--- src/rtl/dump_fsm.sv ---
// Output-stage controller: streams squeezed rate blocks from the PISO buffer to the sink.
// Optional backpressure counter enabled by defining DUMP_FSM_STALL_CNT_EN.
module dump_fsm #(
    parameter int W             = 64,
    parameter int OUT_LEN_W     = 32,
    parameter int RATE128_WORDS = 21,
    parameter int RATE256_WORDS = 17
) (
    input  logic                 clk,
    input  logic                 rst,
    input  logic                 start,
    input  logic                 mode,
    input  logic [OUT_LEN_W-1:0] output_size,
    input  logic                 output_buffer_ready,
    output logic                 buffer_consumed,
    output logic                 squeeze_request,
    output logic                 shift_enable,
    output logic                 valid_out,
    input  logic                 ready_in,
    output logic                 last_out,
    output logic [$clog2(W):0]   out_bits,
    output logic                 done,
    output logic [31:0]          stall_cycles
);

    localparam int OB_W = $clog2(W) + 1;

    typedef enum logic [1:0] {
        IDLE        = 2'd0,
        WAIT_BUFFER = 2'd1,
        DUMP        = 2'd2,
        DONE        = 2'd3
    } state_t;

    state_t                r_state;
    logic [OUT_LEN_W-1:0]  r_remaining;
    logic [4:0]            r_word_idx;
    logic                  r_mode;

    logic [4:0]            w_rate;
    logic                  w_in_dump;
    logic                  w_xfer;
    logic                  w_full_word;
    logic                  w_block_end;
    logic [OUT_LEN_W-1:0]  w_step;

    assign w_rate      = r_mode ? 5'(RATE256_WORDS) : 5'(RATE128_WORDS);
    assign w_in_dump   = (r_state == DUMP);
    assign w_xfer      = w_in_dump && ready_in;
    assign w_full_word = (r_remaining >= OUT_LEN_W'(W));
    assign w_block_end = (r_word_idx == (w_rate - 5'd1));
    // Saturating step: never take more than what is left.
    assign w_step      = w_full_word ? OUT_LEN_W'(W) : r_remaining;

    assign valid_out       = w_in_dump;
    assign shift_enable    = w_xfer;
    assign last_out        = w_in_dump && (r_remaining <= OUT_LEN_W'(W));
    assign out_bits        = w_in_dump ? (w_full_word ? OB_W'(W) : r_remaining[OB_W-1:0]) : '0;
    assign buffer_consumed = w_xfer && (last_out || w_block_end);
    assign squeeze_request = w_xfer && !last_out && w_block_end;
    assign done            = (r_state == DONE);

    always_ff @(posedge clk or posedge rst) begin
        if (rst) begin
            r_state     <= IDLE;
            r_remaining <= '0;
            r_word_idx  <= '0;
            r_mode      <= 1'b0;
        end else begin
            case (r_state)
                IDLE: begin
                    if (start) begin
                        r_mode      <= mode;
                        r_remaining <= output_size;
                        r_state     <= (output_size == '0) ? DONE : WAIT_BUFFER;
                    end
                end
                WAIT_BUFFER: begin
                    if (output_buffer_ready) begin
                        r_word_idx <= '0;
                        r_state    <= DUMP;
                    end
                end
                DUMP: begin
                    if (ready_in) begin
                        r_word_idx  <= r_word_idx + 5'd1;
                        r_remaining <= r_remaining - w_step;
                        if (last_out) begin
                            r_state <= DONE;
                        end else if (w_block_end) begin
                            r_state <= WAIT_BUFFER;
                        end
                    end
                end
                DONE: begin
                    r_state <= IDLE;
                end
                default: begin
                    r_state <= IDLE;
                end
            endcase
        end
    end

`ifdef DUMP_FSM_STALL_CNT_EN
    logic [31:0] r_stall_cnt;

    always_ff @(posedge clk or posedge rst) begin
        if (rst) begin
            r_stall_cnt <= '0;
        end else if ((r_state == IDLE) && start) begin
            r_stall_cnt <= '0;
        end else if (valid_out && !ready_in && (r_stall_cnt != 32'hFFFF_FFFF)) begin
            r_stall_cnt <= r_stall_cnt + 32'd1;
        end
    end

    assign stall_cycles = r_stall_cnt;
`else
    assign stall_cycles = '0;
`endif

endmodule

--- config.mk ---
export PLATFORM = sky130hd
export DESIGN_NAME = dump_fsm
export DESIGN_NICKNAME = d
export VERILOG_FILES = /design/src/rtl/dump_fsm.sv
export SDC_FILE = /design/constraint.sdc
export NUM_CORES = 1
export LEC_CHECK = 0
export CORE_ASPECT_RATIO = 0.75
export CORE_MARGIN = 2
export CORE_UTILIZATION = 43
export CTS_CLUSTER_SIZE = 30
export DETAILED_ROUTE_END_ITERATION = 7
export HOLD_SLACK_MARGIN = 0.15
export MAX_ROUTING_LAYER = met4
export PLACE_DENSITY = 0.72
export SKIP_CTS_REPAIR_TIMING = 1
export SLEW_MARGIN = 20
export SYNTH_ARGS = -nofsm -noshare
export SYNTH_HDL_FRONTEND = slang
export SYNTH_SLANG_ARGS = --single-unit
--- constraint.sdc ---
create_clock -name clk -period 3.57 [get_ports clk]
set_input_delay 0.714 -clock clk [delete_from_list [all_inputs] [get_ports clk]]
set_output_delay 0.714 -clock clk [all_outputs]
set_load 0.02 [all_outputs]
# --- Word-level counts from Yosys, hierarchy flattened ---
# Index checks and enable logic that the tools add are counted.
# W data, S select, Z words.
totals:
  regBits: 40
  output_inout_bits: 45
  wordCells: 49
op_classes:
  addsub: 3
  n_lt_le_gt_ge: 2
  eq_ne: 8
  muxes: 17
  n_reduce_logical: 15
ops:
  columns: ["operator", "n"]
  rows:
  - ["$mux W32", 3]
  - ["$pmux W32 S2", 1]
  - ["$ge A32 B7 Y1 const B", 1]
  - ["$le A32 B7 Y1 const B", 1]
  - ["$logic_not A32 Y1", 1]
  - ["$sub A32 B32 Y32", 1]
  - ["$mux W7", 2]
  - ["$mux W2", 6]
  - ["$mux W5", 2]
  - ["$pmux W5 S2", 1]
  - ["$pmux W2 S4", 1]
  - ["$ne A2 B2 Y1 const B", 3]
  - ["$reduce_and A3 Y1", 2]
  - ["$add A5 B1 Y5 const B", 1]
  - ["$eq A5 B5 Y1", 1]
  - ["$logic_and A1 B1 Y1", 5]
  - ["$sub A5 B1 Y5 const B", 1]
  - ["$eq A2 B2 Y1 const B", 2]
  - ["$reduce_and A4 Y1", 1]
  - ["$reduce_bool A2 Y1", 2]
  - ["$mux W3", 1]
  - ["$ne A3 B2 Y1 const B", 1]
  - ["$eq A2 B1 Y1 const B", 1]
  - ["$logic_not A2 Y1", 1]
  - ["3 further kinds", 3]

# --- Logic depth before layout (Yosys ltp) ---
# Gate-level depths: netlist of the first run.
logic_depth:
  depth_word: 7
  mapped_depth: 12
  ltp_nobuf: 10

# --- Worst setup path after synthesis of the first run ---
# Ideal clock, no wire load.
synth_path:
  path_kind: "reg2out"
  from: "reg r_remaining[22]"
  to: "out out_bits[2]"
  t_arrival_ps: 2221
  t_required_ps: 2856
  slack_ps: 635
  path_stages_with_launch: 6
  cell_sequence: "dfrtp_1 buf_6 or4_4 nor4_4 nand3_1 nor3_1"
synth_via:
  elab_chain_cells: 3
synth_lines:
  columns: ["element", "line", "source"]
  rows:
  - ["from (decl)", "36", "logic [OUT_LEN_W-1:0] r_remaining;"]
  - ["from (signal assigned)", "74", "r_remaining <= output_size;"]
  - ["from (signal assigned)", "87", "r_remaining <= r_remaining - w_step;"]
  - ["$ge A32 B7 Y1", "50", "assign w_full_word = (r_remaining >= OUT_LEN_W'(W));"]
  - ["$mux W7 (2 in series)", "58", "assign out_bits = w_in_dump ? (w_full_word ? OB_W'(W) : r_remaining[OB_W-1:0]) : '0;"]
  - ["to (decl)", "21", "output logic [$clog2(W):0] out_bits,"]
# Every way passes these cells.

# --- Worst setup path in the final report of the first run ---
layout_path:
  from: "reg r_remaining[1]"
  to: "out squeeze_request"
layout_via:
  elab_chain_cells: 5
layout_lines:
  columns: ["element", "line", "source"]
  rows:
  - ["$le A32 B7 Y1", "57", "assign last_out = w_in_dump && (r_remaining <= OUT_LEN_W'(W));"]
  - ["$logic_and A1 B1 Y1", "57", null]
  - ["$logic_not A1 Y1", "60", "assign squeeze_request = w_xfer && !last_out && w_block_end;"]
  - ["$logic_and A1 B1 Y1 (2 in series)", "60", null]
  - ["to (decl)", "16", "output logic squeeze_request,"]
# Every way passes these cells.

==> results of run 1 <==
Yosys cell counts (all sizes together) (7+ instances only):
| library cell | n |
|---|---|
| nor2 | 30 |
| clkbuf | 22 |
| buf | 36 |
| nand3 | 12 |
| a211oi | 9 |
| o211ai | 7 |
| dfrtp | 40 |
| a21oi | 19 |
| a22o | 7 |
| o21ai | 24 |
| nor4 | 18 |
| nand2 | 41 |
| or3 | 13 |
| or4 | 7 |
| nor3 | 18 |
| nand4 | 9 |
| and3 | 13 |
| inv | 10 |
layout by cell type (no fill, tap or decap), types with 3 or more instances in the layout:
master / n
buf_4: 22
nand4_1: 9
inv_1: 10
nor4_1: 16
nand3_1: 11
ha_1: 3
and2_1: 5
o211a_1: 3
o22ai_1: 5
or3_1: 13
a22o_1: 7
conb_1: 33
a311o_1: 4
and3_1: 13
a2111oi_0: 3
a211oi_1: 8
nor2_1: 27
dfrtp_1: 40
o311ai_0: 4
nand2_1: 41
xor2_1: 3
o211ai_1: 7
or4_1: 5
a21oi_1: 19
nor3_1: 18
clkbuf_8: 6
a22oi_1: 4
a31oi_1: 3
or2_2: 4
clkdlybuf4s50_1: 48
o21ai_0: 22
per-layer routing:
layer	part of all wire	wire (µm)	track usage	vias to the layer above
li1	-	-	-	1603
met1	0.46	4526	0.3392	1670
met2	0.44	4285	0.3435	171
met3	0.086	844	0.05633	16
met4	0.011	111	0.05733	0
met5	0	0	-	-
worst max-delay path, delay by kind of cell, from the launching register on:
family                 cells  cell delay (ps)
and+or+nand+nor            3              960
DFF                        1              440
buffers and inverters      1              530
AOI/OAI and AO/OA          1              540
worst paths after layout:
| path | to | slack (ps) | from |
|---|---|---|---|
| worst max register to register | r_remaining[26] | 260 | r_remaining[31] |
| min in group asynchronous | r_word_idx[3] | 830 | rst |
| worst max-delay path | squeeze_request | 80 | r_remaining[1] |
| max in group asynchronous | r_remaining[10] | 2350 | rst |
| worst min register to register | r_remaining[0] | 520 | r_remaining[0] |
| worst min-delay path | r_remaining[0] | 520 | r_remaining[0] |
flip-flops by register name (all words and copies together), names as in the netlist:
signal and count:
r_remaining 32, r_word_idx 5, r_mode 1, r_state 2
cell families after synthesis:
logic type | after synthesis | synth area share
AOI/OAI and AO/OA | 111 | 0.2405
xor gates and xnor gates | 4 | 0.01064
adders and majority gates | 3 | 0.01140
buffers and inverters | 69 | 0.1182
DFF | 40 | 0.3040
muxes | 3 | 0.009878
other | 2 | 0.002280
and+or+nand+nor | 181 | 0.3032
report_power, final:
| part | switching [µW] | internal, µW | leakage (µW) |
|---|---|---|---|
| Combinational | 810 | 563 | 0.00107 |
| Clock | 180 | 157 | 0.0000434 |
| Sequential | 316 | 672 | 0.000484 |
through the flow:
step | cells | setup TNS [ps] | utilization | setup WS (ps) | area, µm²
floorplan | 444 | 0 | - | 635.4 | 3410
global placement | 558 | 0 | 0.5202 | 310.2 | 3849
detailed placement | 558 | 0 | 0.5202 | 265.8 | 3849
CTS | 566 | -138.1 | 0.5334 | -94.24 | 3946
global route | 567 | 0 | 0.5351 | 8.092 | 3959
finish | 567 | 0 | 0.5351 | 77.13 | 3959
final cells by class:
type / instances / area [µm²]
Clock inverter: 2 / 15.01
Fill cell: 683 / 3440
Clock buffer: 6 / 82.58
Tap cell: 101 / 126.4
Timing Repair Buffer: 72 / 670.6
Multi-Input combinational cell: 335 / 2022
Sequential cell: 40 / 1001
Inverter: 11 / 41.29
==> impl_metrics.yaml, run 1 <==
yosys:
  synth_area_leaders: "dfrtp_1, buf_4, nand2_1"
  synth_top_area_share: 0.3040
  synth-seq-cells: 40
  synth_edf_count: 0
  synth_ff_type: "dfrtp_1"
  synth-seq-area-share: 0.3040
  synthCells: 413
  synth_area_um2: 3293
  synthArstFlopShare: 1.000
  yosys.area.top_type: "dfrtp_1"
  yosysUniqueCellTypes: 67
  syn_area_per_cell_um2: 7.974
  yosys_warnings: 0
sta:
  hold_violations: 0
  clock_skew_ps: 9.487
  fin_crit_ps: 3493
  setup_violations: 0
  finalCritPeriodShare: 0.9784
  rsz0062_at_grt: "false"
  timing.fmax_mhz: 286.3
  slew-limit-headroom: 0.5671
  worst_pin_slew_ps: 649.4
  maxSlewViolCount: 0
  holdWs_ps: 524.2
worst_setup_path:
  endpoint_kind: "primary output"
  worst_ep_required_time_ps: 2860
  path_cells: "or3_1 -> o41ai_1 -> nand3_1 -> and3_1 -> clkdlybuf4s50_1"
  critPathMaxFanout: 8
  r2r_cells: 11
  start_kind: "flip-flop"
  crit_type: "flip-flop to primary output"
  cpPeakStageDelay_ps: 540
  crit_slowest_cell: "or3_1"
  cp.arrival_ps: 2780
placed_design:
  port_buffers: 50
  hpwl_um: 7129
  gp_congestion: 1.001
routing:
  dr.first_iter.drc_count: 321
  postRouteAntennaNets: 0
  route.detailed.drc: 0
  wirelength_um: 9767
  wl_per_cell_um: 17.23
  via_per_inst: 6.102
  firstDrtPassIters: 5
  dr_total_vias: 3460
final_layout:
  diodes: 0
  drive_gt1_frac: 0.1073
  area_growth_pct: 20.21
  layout.nets: 506
clock_network:
  cts_tree: "done"
  numCtsBuffers: 5
  clockBufferDepth: 2
  clock-sinks: 40
  insertion_delay_ps: 300
  htree_levels: 2
  path_clk_slew_ps: 90
  clock-root-buffer: "clkbuf_8"
grt:
  grt_usage: 0.2388
  grt_remaining_overflow: 0
  grt_max_degree: 43
  antenna_found_initial: 0
  grt_pass1_wl_um: 15590
  grt_pass1_vias: 3043
run_status:
  status: "completed"
die:
  initial_core_util: 0.4451
  rows: 27
  die_h_um: 79.79
  core_um2: 7398
  dieArea_um2: 8382
  die_w_um: 105.1
  ios: 83
hold_path:
  min_path_type: "flip-flop to flip-flop"
  hold_depth: 1
pwr:
  p_leak_uw: 0.001601
  max-vdd-ir-drop_mv: 0.3420
  power_uw: 2698
  pwr_density_cell_nw_per_um2: 681.5
job:
  cap_violations: 0
Power figures use the tool's default switching activity.
==> inputs of run 2 (changes only) <==
--- a/config.mk
+++ b/config.mk
@@ -7,12 +7,12 @@
 export LEC_CHECK = 0
 export CORE_ASPECT_RATIO = 0.75
 export CORE_MARGIN = 2
-export CORE_UTILIZATION = 43
+export CORE_UTILIZATION = 45
 export CTS_CLUSTER_SIZE = 30
 export DETAILED_ROUTE_END_ITERATION = 7
 export HOLD_SLACK_MARGIN = 0.15
 export MAX_ROUTING_LAYER = met4
-export PLACE_DENSITY = 0.72
+export PLACE_DENSITY = 0.75
 export SKIP_CTS_REPAIR_TIMING = 1
 export SLEW_MARGIN = 20
 export SYNTH_ARGS = -nofsm -noshare
==> impl_metrics.yaml, run 2 (same netlist as run 1, synthesis figures left out) <==
placed_design:
  hpwl_um: 7350
  placed_cells: 556
  pre_cts_ws_ps: 259.9
  port_buffers: 50
  gp_congestion: 0.9757
grt:
  grt_remaining_overflow: 0
  grt_pass1_vias: 3179
  grt_pass1_wl_um: 16100
  antenna_found_initial: 0
  grt_usage: 0.2583
  grt_max_degree: 39
sta:
  maxSlewViolCount: 0
  slew-limit-headroom: 0.4076
  fin_ws_ps: 108.6
  timing.fmax_mhz: 288.9
  hold_violations: 0
  finalCritPeriodShare: 0.9696
  setup_violations: 0
  worst_pin_slew_ps: 887.6
  rsz0062_at_grt: "false"
  fin_crit_ps: 3461
  clock_skew_ps: 8.785
final_layout:
  reg.largest.list: "r_remaining: 32 flops, r_word_idx: 5 flops, r_state: 2 flops"
  layout.nets: 508
  layout_common_cells: "clkdlybuf4s50_1, nand2_1, dfrtp_1"
  area_growth_pct: 22.11
  largest_reg_flops: 32
  finish.utilization: 0.5776
  final_common_cell: "clkdlybuf4s50_1"
  largest_register: "r_remaining"
  diodes: 0
  final_cells: 566
  drive_gt1_frac: 0.1175
routing:
  firstDrtPassIters: 4
  wl_per_cell_um: 17.83
  via_per_inst: 6.138
  dr.first_iter.drc_count: 315
  postRouteAntennaNets: 0
  dr_total_vias: 3474
  wirelength_um: 10090
  route.detailed.drc: 0
clock_network:
  htree_levels: 2
  clockBufferDepth: 2
  clock-sinks: 40
  cts_tree: "done"
  numCtsBuffers: 5
  insertion_delay_ps: 300
  path_clk_slew_ps: 90
  clock-root-buffer: "clkbuf_8"
worst_setup_path:
  worst_ep_required_time_ps: 2860
  reg2reg_to: "r_remaining[22]"
  r2r_cells: 11
  path_cells: "nor4_1 -> nand4_1 -> nor2_1 -> a21oi_1 -> nor2_1 -> clkdlybuf4s50_1"
  cp_common_cell: "nor2_1"
  crit_slowest_cell: "nor4_1"
  critPathMaxFanout: 6
  crit_type: "flip-flop to primary output"
  endpoint_kind: "primary output"
  cpPeakStageDelay_ps: 670
  reg2reg_slack_ps: 210
  cp.arrival_ps: 2750
  start_kind: "flip-flop"
  r2r_start: "r_remaining[22]"
job:
  cap_violations: 0
pwr:
  p_int_uw: 1494
  p_sw_uw: 1340
  pwr-share-seq: 0.353
  p_comb_frac: 0.495
  p_leak_uw: 0.001709
  swShare: 0.4729
  power.share.clock: 0.153
  pwr_density_cell_nw_per_um2: 704.8
  max-vdd-ir-drop_mv: 0.4807
die:
  initial_core_util: 0.4730
  die_h_um: 78.09
  die_w_um: 102.8
  ios: 83
  core_um2: 6962
  rows: 26
  dieArea_um2: 8026
hold_path:
  hold_depth: 2
  hold_end: "r_mode"
  min_from: "r_mode"
  min_path_type: "flip-flop to flip-flop"
run_status:
  status: "completed"
==> run 2: cell types whose count changed in the layout (fill, tap and decap cells not counted), sizes merged <==
cell | before | now
clkbuf | 6 | 7
dlymetal6s2s | 2 | 6
clkdlybuf4s50 | 48 | 44
buf | 22 | 24
bufinv | 0 | 1
clkinvlp | 2 | 0
==> run 2: worst max-delay path: cells and delay by family, from the launching register on <==
kind / cells / cell delay [ps]
flops: 1 / 460
compound gates: 1 / 110
buf+inv: 1 / 610
simple gates: 4 / 1260
==> run 2: final cells by class <==
class                   instances  area [µm²]
flip-flops and latches         40        1002
clock inverters                 1       30.03
fillers                       658        2940
clock buffers                   7       96.34
inverters                      11       41.29
well taps                      98       122.6
multi-input cells             335        2033
repair buffers                 74       695.7
==> run 2: worst max path at each step <==
stage                    startpoint               to  slack [ps]  cells after the start
floorplan           r_remaining[22]      out_bits[2]         640                      5
global placement    r_remaining[22]      out_bits[5]         320                      5
detailed placement  r_remaining[22]      out_bits[2]         260                      5
CTS                 r_remaining[22]      out_bits[2]        -100                      5
global route        r_remaining[21]  buffer_consumed           7                      6
finish              r_remaining[21]  buffer_consumed         110                      6
==> run 2: routing by layer <==
layer  routed length, µm  vias to the layer above  track usage
li1                    -                     1600            -
met4                 209                        0      0.08158
met1                4494                     1647       0.3707
met5                   0                        -            -
met2                4402                      204       0.3601
met3                 988                       23      0.06055
==> run 2: through the flow <==
stage	power [µW]	TNS (ps)	hold slack (ps)	instance area (µm²)
after detailed placement	2348	0	511.8	3852
after global placement	2303	0	489.8	3852
after CTS	2778	-456.5	530.9	3979
final	2834	0	521.6	4021
after global routing	3022	0	551.6	4021
after floorplan	1929	0	466.6	3410
==> run 2: power groups by stage <==
stage | sequential, µW | combinational (µW) | clock [µW]
after floorplan | 864 | 1070 | 0
after global placement | 964 | 1340 | 0
after detailed placement | 980 | 1370 | 0
after CTS | 975 | 1370 | 430
after global routing | 1030 | 1540 | 446
final | 1000 | 1400 | 432
==> inputs of run 3 (changes only) <==
--- a/config.mk
+++ b/config.mk
@@ -5,6 +5,7 @@
 export SDC_FILE = /design/constraint.sdc
 export NUM_CORES = 1
 export LEC_CHECK = 0
+export CAP_MARGIN = 20
 export CORE_ASPECT_RATIO = 0.75
 export CORE_MARGIN = 2
 export CORE_UTILIZATION = 45
@@ -13,8 +14,8 @@
 export HOLD_SLACK_MARGIN = 0.15
 export MAX_ROUTING_LAYER = met4
 export PLACE_DENSITY = 0.75
+export SETUP_SLACK_MARGIN = 0.05
 export SKIP_CTS_REPAIR_TIMING = 1
-export SLEW_MARGIN = 20
 export SYNTH_ARGS = -nofsm -noshare
 export SYNTH_HDL_FRONTEND = slang
 export SYNTH_SLANG_ARGS = --single-unit
==> impl_metrics.yaml, run 3 (same netlist as run 1, synthesis figures left out) <==
grt:
  antenna_found_initial: 0
  grt_remaining_overflow: 0
  grt_usage: 0.2583
  grt_pass1_wl_um: 16100
  grt_max_degree: 39
  grt_pass1_vias: 3179
worst_setup_path:
  r2r_cells: 11
  start_kind: "flip-flop"
  critPathMaxFanout: 10
  crit_type: "flip-flop to primary output"
  worst_ep_required_time_ps: 2860
  endpoint_kind: "primary output"
  cp.arrival_ps: 2740
clock_network:
  insertion_delay_ps: 310
  cts_tree: "done"
  htree_levels: 2
  clock-root-buffer: "clkbuf_8"
  path_clk_slew_ps: 80
  clockBufferDepth: 2
  numCtsBuffers: 5
  clock-sinks: 40
routing:
  dr_total_vias: 3444
  postRouteAntennaNets: 0
  via_per_inst: 6.074
  dr.first_iter.drc_count: 314
  wirelength_um: 10080
  wl_per_cell_um: 17.78
  route.detailed.drc: 0
  firstDrtPassIters: 5
final_layout:
  area_growth_pct: 22.61
  drive_gt1_frac: 0.1237
  largest_reg_flops: 32
  final_area_um2: 4038
  largest_register: "r_remaining"
  reg.largest.list: "r_remaining: 32 flops, r_word_idx: 5 flops, r_state: 2 flops"
  diodes: 0
  layout_common_cells: "clkdlybuf4s50_1, nand2_1, dfrtp_1"
  layout.nets: 509
  final_common_cell: "clkdlybuf4s50_1"
sta:
  fin_crit_ps: 3458
  setup_violations: 0
  slew-limit-headroom: 0.4149
  timing.fmax_mhz: 289.2
  finalSetupTns_ps: 0
  hold_violations: 0
  worst_pin_slew_ps: 876.8
  clock_skew_ps: 10.25
  finalCritPeriodShare: 0.9686
  maxSlewViolCount: 0
  fin_ws_ps: 112.2
  rsz0062_at_grt: "false"
placed_design:
  port_buffers: 50
  gp_congestion: 0.9757
  hpwl_um: 7350
  pre_cts_ws_ps: 259.9
  dpl_cell_area_um2: 3852
run_status:
  status: "completed"
die:
  initial_core_util: 0.4730
  core_um2: 6962
  dieArea_um2: 8026
  rows: 26
  ios: 83
  die_h_um: 78.09
  die_w_um: 102.8
pwr:
  pwr-share-seq: 0.353
  p_int_uw: 1497
  p_comb_frac: 0.495
  p_sw_uw: 1339
  max-vdd-ir-drop_mv: 0.4837
  power.share.clock: 0.151
  pwr_density_cell_nw_per_um2: 702.5
  p_leak_uw: 0.001713
  swShare: 0.4721
hold_path:
  hold_depth: 2
  min_path_type: "flip-flop to flip-flop"
job:
  cap_violations: 0
==> run 3: cell types whose count changed in the layout (fill, tap and decap cells not counted) <==
| cell | delta |
|---|---|
| buf_4 | +1 |
| ha_2 | +1 |
| nor4_1 | -1 |
| ha_1 | -1 |
| nor4_2 | +1 |
==> run 3: routing by layer <==
metal	share of wire	up-vias	global-route usage	wire [µm]
li1	-	1602	-	-
met1	0.45	1638	0.3707	4567
met2	0.43	183	0.3601	4372
met3	0.093	21	0.06055	941
met4	0.020	0	0.08158	200
met5	0	-	-	0
==> run 3: final timing paths <==
path                                  from              end  slack (ps)
max                        r_remaining[22]      out_bits[6]         110
min                                 r_mode           r_mode         520
max reg2reg                r_remaining[22]  r_remaining[22]         290
min reg2reg                         r_mode           r_mode         520
max in group asynchronous              rst  r_remaining[22]        1960
min in group asynchronous              rst  r_remaining[16]         890
==> run 3: power by group through the flow <==
stage	Combinational (µW)	Sequential, µW	Clock [µW]
after floorplan	1070	864	0
after global placement	1340	964	0
after detailed placement	1370	980	0
after CTS	1370	975	430
after global routing	1550	1040	446
final	1410	1000	430
==> run 3: through the flow <==
step	hold WS [ps]	total power, µW	utilization	cells
2_1_floorplan	466.6	1929	-	444
3_3_place_gp	489.8	2303	0.5534	556
3_5_place_dp	511.8	2348	0.5534	556
4_1_cts	530.9	2778	0.5715	564
5_1_grt	551.6	3031	0.5800	567
6_report	521.0	2836	0.5800	567
==> run 3: cell type report <==
type	count	area (µm²)
Fill cell	659	2924
Multi-Input combinational cell	335	2042
Sequential cell	40	1002
Timing Repair Buffer	75	703.2
Tap cell	98	122.6
Clock buffer	7	96.34
Inverter	11	41.29
Clock inverter	1	30.03
==> run 3: worst max-delay path, stage by stage, from the launching register on <==
cell and delay, ps:
dfrtp_2 470, or4_4 620, nor4_4 380, buf_4 180
and3_1 200, nor2_1 50, clkdlybuf4s50_1 540
